File: src/rtl/mem_line_ctrl.sv
// Word-to-line load / read-modify-write store controller, one request in flight; ready only when idle.
// Load answers two cycles after acceptance, store three; optional MEM_LINE_BUF_EN line buffer answers load hits in one.
module mem_line_ctrl #(
  parameter int BITSIZE          = 32,
  parameter int N_WORDS_PER_ADDR = 4
) (
  input  logic                                  clk,
  input  logic                                  resetn_i,
  input  logic [31:0]                           req_addr_i,
  input  logic [BITSIZE-1:0]                    req_data_i,
  input  logic [BITSIZE/8-1:0]                  req_be_i,
  input  logic                                  req_we_i,
  input  logic                                  req_valid_i,
  output logic                                  req_ready_o,
  output logic [BITSIZE-1:0]                    rsp_data_o,
  output logic                                  rsp_valid_o,
  output logic [31:0]                           mem_addr_o,
  output logic [N_WORDS_PER_ADDR*BITSIZE-1:0]   mem_data_o,
  input  logic [N_WORDS_PER_ADDR*BITSIZE-1:0]   mem_data_i,
  output logic                                  mem_store_o,
  output logic                                  mem_valid_o,
  input  logic                                  mem_valid_i
);

  localparam int LINE_W = N_WORDS_PER_ADDR * BITSIZE;
  localparam int BE_W   = BITSIZE / 8;
  localparam int WSEL_W = $clog2(N_WORDS_PER_ADDR);
  localparam int OFFS   = WSEL_W + 2;

  typedef enum logic [1:0] {IDLE, RD, WR, RESP} state_t;

  state_t              state, state_nxt;
  logic [31:2]         addr_q;
  logic [BITSIZE-1:0]  data_q;
  logic [BE_W-1:0]     be_q;
  logic                we_q;
  logic [LINE_W-1:0]   line_q;
  logic [LINE_W-1:0]   merged;
  logic [WSEL_W-1:0]   wsel;
  logic                buf_hit;
  logic                unused_addr_lsb;

  // Byte offset within a word carries no meaning here.
  assign unused_addr_lsb = ^req_addr_i[1:0];
  assign wsel = addr_q[OFFS-1:2];

  always_comb begin
    merged = line_q;
    for (int b = 0; b < BE_W; b++) begin
      if (be_q[b]) merged[int'(wsel)*BITSIZE + b*8 +: 8] = data_q[b*8 +: 8];
    end
  end

`ifdef MEM_LINE_BUF_EN
  logic                buf_vld;
  logic [31:OFFS]      buf_tag;
  logic [LINE_W-1:0]   buf_line;

  assign buf_hit = !req_we_i && buf_vld && (buf_tag == req_addr_i[31:OFFS]);

  // Write-through: the buffer tracks whatever line last went to or came from memory.
  always_ff @(posedge clk or negedge resetn_i) begin
    if (!resetn_i) begin
      buf_vld  <= 1'b0;
      buf_tag  <= '0;
      buf_line <= '0;
    end else if (state == RD && mem_valid_i) begin
      buf_vld  <= 1'b1;
      buf_tag  <= addr_q[31:OFFS];
      buf_line <= mem_data_i;
    end else if (state == WR && mem_valid_i) begin
      buf_vld  <= 1'b1;
      buf_tag  <= addr_q[31:OFFS];
      buf_line <= merged;
    end
  end
`else
  assign buf_hit = 1'b0;
`endif

  always_ff @(posedge clk or negedge resetn_i) begin
    if (!resetn_i) state <= IDLE;
    else           state <= state_nxt;
  end

  always_comb begin
    state_nxt   = state;
    req_ready_o = 1'b0;
    mem_valid_o = 1'b0;
    mem_store_o = 1'b0;
    rsp_valid_o = 1'b0;
    case (state)
      IDLE: begin
        req_ready_o = 1'b1;
        if (req_valid_i) state_nxt = buf_hit ? RESP : RD;
      end
      RD: begin
        mem_valid_o = 1'b1;
        if (mem_valid_i) state_nxt = we_q ? WR : RESP;
      end
      WR: begin
        mem_valid_o = 1'b1;
        mem_store_o = 1'b1;
        if (mem_valid_i) state_nxt = RESP;
      end
      RESP: begin
        rsp_valid_o = 1'b1;
        state_nxt   = IDLE;
      end
      default: state_nxt = IDLE;
    endcase
  end

  always_ff @(posedge clk or negedge resetn_i) begin
    if (!resetn_i) begin
      addr_q <= '0;
      data_q <= '0;
      be_q   <= '0;
      we_q   <= 1'b0;
      line_q <= '0;
    end else begin
      if (state == IDLE && req_valid_i) begin
        addr_q <= req_addr_i[31:2];
        data_q <= req_data_i;
        be_q   <= req_be_i;
        we_q   <= req_we_i;
`ifdef MEM_LINE_BUF_EN
        if (buf_hit) line_q <= buf_line;
`endif
      end
      if (state == RD && mem_valid_i) line_q <= mem_data_i;
      // Keep the merged line so the response returns the word as written.
      if (state == WR && mem_valid_i) line_q <= merged;
    end
  end

  assign rsp_data_o = (state == RESP) ? line_q[int'(wsel)*BITSIZE +: BITSIZE] : '0;
  assign mem_addr_o = (state == RD || state == WR) ? {addr_q[31:OFFS], {OFFS{1'b0}}} : '0;
  assign mem_data_o = (state == WR) ? merged : '0;

endmodule

File: config.mk
export PLATFORM = sky130hd
export DESIGN_NAME = mem_line_ctrl
export DESIGN_NICKNAME = d
export VERILOG_FILES = /design/src/rtl/mem_line_ctrl.sv
export SDC_FILE = /design/constraint.sdc
export NUM_CORES = 1
export LEC_CHECK = 0
export BUFFER_PORTS_ARGS = -buffer_cell sky130_fd_sc_hd__buf_2
export CORE_AREA = 8 8 182 184
export DETAILED_ROUTE_END_ITERATION = 6
export DIE_AREA = 0 0 190 192
export HOLD_SLACK_MARGIN = 0.1
export PLACE_DENSITY_LB_ADDON = 0.15
export SYNTH_ARGS = -nofsm -noshare
export SYNTH_HDL_FRONTEND = slang
export SYNTH_SLANG_ARGS = --single-unit
File: constraint.sdc
create_clock -name clk -period 3.1 [get_ports clk]
set_input_delay 0.62 -clock clk [delete_from_list [all_inputs] [get_ports clk]]
set_output_delay 0.62 -clock clk [all_outputs]
set_load 0.005 [all_outputs]
==> summary.md <==
| Metric | Value |
|---|---|
| Area of the mapped netlist | `around 13,000 µm²` |
| Final WL | `51.24 mm` |
| Clock sinks | `roughly 200` |
| Cts bufs inserted | `17` |
| CTS root buf | `clkbuf_16` |
| Clock latency on the worst-skew pair | `450 ps` |
| DRT iter0 DRCs | `approximately 1,300` |
| Synth async-reset ratio | `between 90% and 100%` |
| Final nets | `around 2,000` |
| Final Cycle Share | `a little over nine tenths` |
| Tmin final | `approximately 3000 ps` |
| Tot Pwr | `about 20,000 µW` |
| Crit end category | `primary output` |
| Vias per inst | `between 6 and 7` |
| Antenna violations before repair | `5` |
| Yosys warns | `0` |
| Post-layout util | `54.97%` |
| Max IR drop VDD | `0.6534 mV` |
| Syn avg cell area | `9.457 µm²` |
| Drt pass-1 iters | `5` |
| Largest net degree at the start of global routing | `77` |
| Starting Density | `between 40% and 50%` |
| Hold_buf cts | `0` |
| Overall global routing resource usage | `27.37%` |
| Fin cells | `between 2,000 and 2,500` |
| Synth unique cells | `52` |
| Die area | `36,480 µm²` |
| CTS tree | `done` |
| Top FF cell, synth | `dfrtp_1` |
| CTS H-Tree Depth | `4` |
| Startpoint types | `flop` |
| Clock slew at reported path FFs | `70 ps` |
| Hold Crit Class | `input pin to async pin` |
| Lkg Pwr | `~0.0078 µW` |
| Area fraction of the dominant cell type after synthesis | `about 37%` |
| Routed len/inst | `roughly 24 µm` |
| Final ANT Viol Nets | `0` |
| Drt drc | `0` |
| Die H | `about 190 µm` |
| RSZ-0062 raised after global routing | `yes` |
| Final hold violation count | `0` |
| Top-count cell post-synth | `dfrtp_1` |
| Layout Skew | `~12 ps` |
| Die Span X | `~190 µm` |
| Number of global-route vias before repair | `~14,000` |
| Share of cells above drive strength 1 | `a little over a third` |
| Number of synthesized flops with an enable pin | `0` |
| Crit Path Max Fanout | `12` |
| Final Max Slew Viols | `0` |
| Register area share after synthesis | `between 30 and 40%` |
| Cell Rows | `64` |
| Pwr/cell area | `approximately 1200 nW/µm²` |
| CTS max path bufs | `2` |
| Count of state elements after synthesis | `roughly 200` |
| Synth area leaders | `dfrtp_1, nor2b_1, a22oi_1` |
| First-pass GRT wire length | `a little under 80 mm` |
| Fill cells | `~2,800` |
| Worst path required time | `around 2500 ps` |
| Final GP Congestion | `roughly 0.90` |
| Total grt overflow | `0` |
| Status | `finished, final reports clean` |
| Post-Place Cells | `approximately 2,100` |
| Port Buffers | `390` |
| Dominant cell type by area after synthesis | `dfrtp_1` |
| Synthesized instance count | `1,424` |
| Via count | `about 13,000` |
| Core Area | `~30,000 µm²` |
| I/O pin total | `397` |
| Crit Path Class | `flop to primary output` |
| Worst Tran Pin Value | `985.5 ps` |
| Arrival time at the worst endpoint | `~2400 ps` |
| Top cells by count, synth | `dfrtp_1, nor2b_1, a22oi_1, nor2_1, clkbuf_1` |
| # setup viols final | `0` |
| Max-Cap Viols | `0` |
| P&R area growth vs syn | `23.23%` |
| Post-detail-place hpwl | `~36 mm` |
| Peak Freq | `around 0.33 GHz` |
| Max_slew headroom | `between 30 and 40%` |
| Number of antenna diodes | `0` |
## report_power, final
part,switching [µW],internal [µW]
Sequential,1670,3920
Combinational,5890,5600
Clock,1060,1400
Total,8620,10900
## cell families (layout without fill, tap and decap cells)
| family | after synthesis | count (layout) | synth area share [%] |
|---|---|---|---|
| other | 1 | 4 | 0.02785 |
| AND/OR/NAND/NOR | 463 | 463 | 18.73 |
| multiplexers | 100 | 100 | 11.04 |
| buffers and inverters | 193 | 532 | 6.104 |
| AO/OA/AOI/OAI | 461 | 461 | 26.66 |
| adder cells (fa/ha/maj) | 9 | 9 | 0.8362 |
| flip-flops | 197 | 197 | 36.61 |
## final cells by class
| class | count | area, µm² | area share (%) |
|---|---|---|---|
| clock buffers | 21 | 460.4 | 2.775 |
| clock inverters | 11 | 170.2 | 1.025 |
| inverters | 51 | 191.4 | 1.154 |
| multi-input cells | 1037 | 7828 | 47.17 |
| flip-flops and latches | 197 | 4932 | 29.72 |
| well taps | 396 | 495.5 | 2.986 |
| repair buffers | 449 | 2517 | 15.17 |
## layout by cell type, fill, tap and decap left out, drive strengths merged, types with 5 or more instances in the layout
master,instances
buf,447
dfrtp,197
nor2b,192
a22oi,118
nor2,118
mux2,68
a21oi,63
nand2,61
and2,60
inv,54
o22a,51
a221oi,34
a2bb2oi,33
mux4,32
a21o,32
a32o,31
clkbuf,23
o21ba,19
o21ai,19
a221o,16
a21boi,16
ha,9
nand2b,8
a41oi,8
o22ai,7
and3,6
a21bo,5
## through the flow
step	setup WS, ps	area [µm²]	setup TNS [ps]	hold slack [ps]
after floorplan	13.20	13480	0	324.4
after global placement	303.4	15870	0	479.8
after detailed placement	300.0	15870	0	487.2
after CTS	2.889	16530	0	206.6
after global routing	-49.97	16590	-236.5	226.3
final	75.45	16590	0	170.6
## worst max-delay path, cell delays in order, from the launching register on
cell	delay [ps]
dfrtp_2	410
buf_4	230
nand2b_1	300
nor2_2	540
a22oi_1	130
nor2b_1	190
buf_2	150
## state kept, by name, summed over array words and instances, names as in the netlist
register and cells:
state 2, line_q 128, data_q 32, be_q 4
we_q 1, addr_q 30
## routing by layer
metal	wire [µm]	GRT usage, %	up-vias	share of wire (%)
met4	1669	11.06	6	3.3
met3	5422	8.860	119	11
met5	37	0	-	0.072
met1	20710	34.47	6316	40
li1	-	-	5853	-
met2	23410	42.95	718	46
## worst paths after layout
check | startpoint | endpoint | slack, ps | cells after the start
max | addr_q[3] | mem_data_o[79] | 80 | 6
min | resetn_i | line_q[20] | 170 | 1
max reg2reg | state[0] | line_q[93] | 700 | 7
min reg2reg | addr_q[22] | addr_q[22] | 500 | 1
max in group asynchronous | resetn_i | data_q[26] | 2070 | 2
min in group clk | req_data_i[31] | data_q[31] | 390 | 2
## timing repair
action,4_1_cts,5_1_grt
pin swaps,1,2
endpoints found under the setup margin,44,59
gates cloned,0,0
buffers inserted,0,3
gates resized for setup,10,8
(Power assumes the default switching activity.)
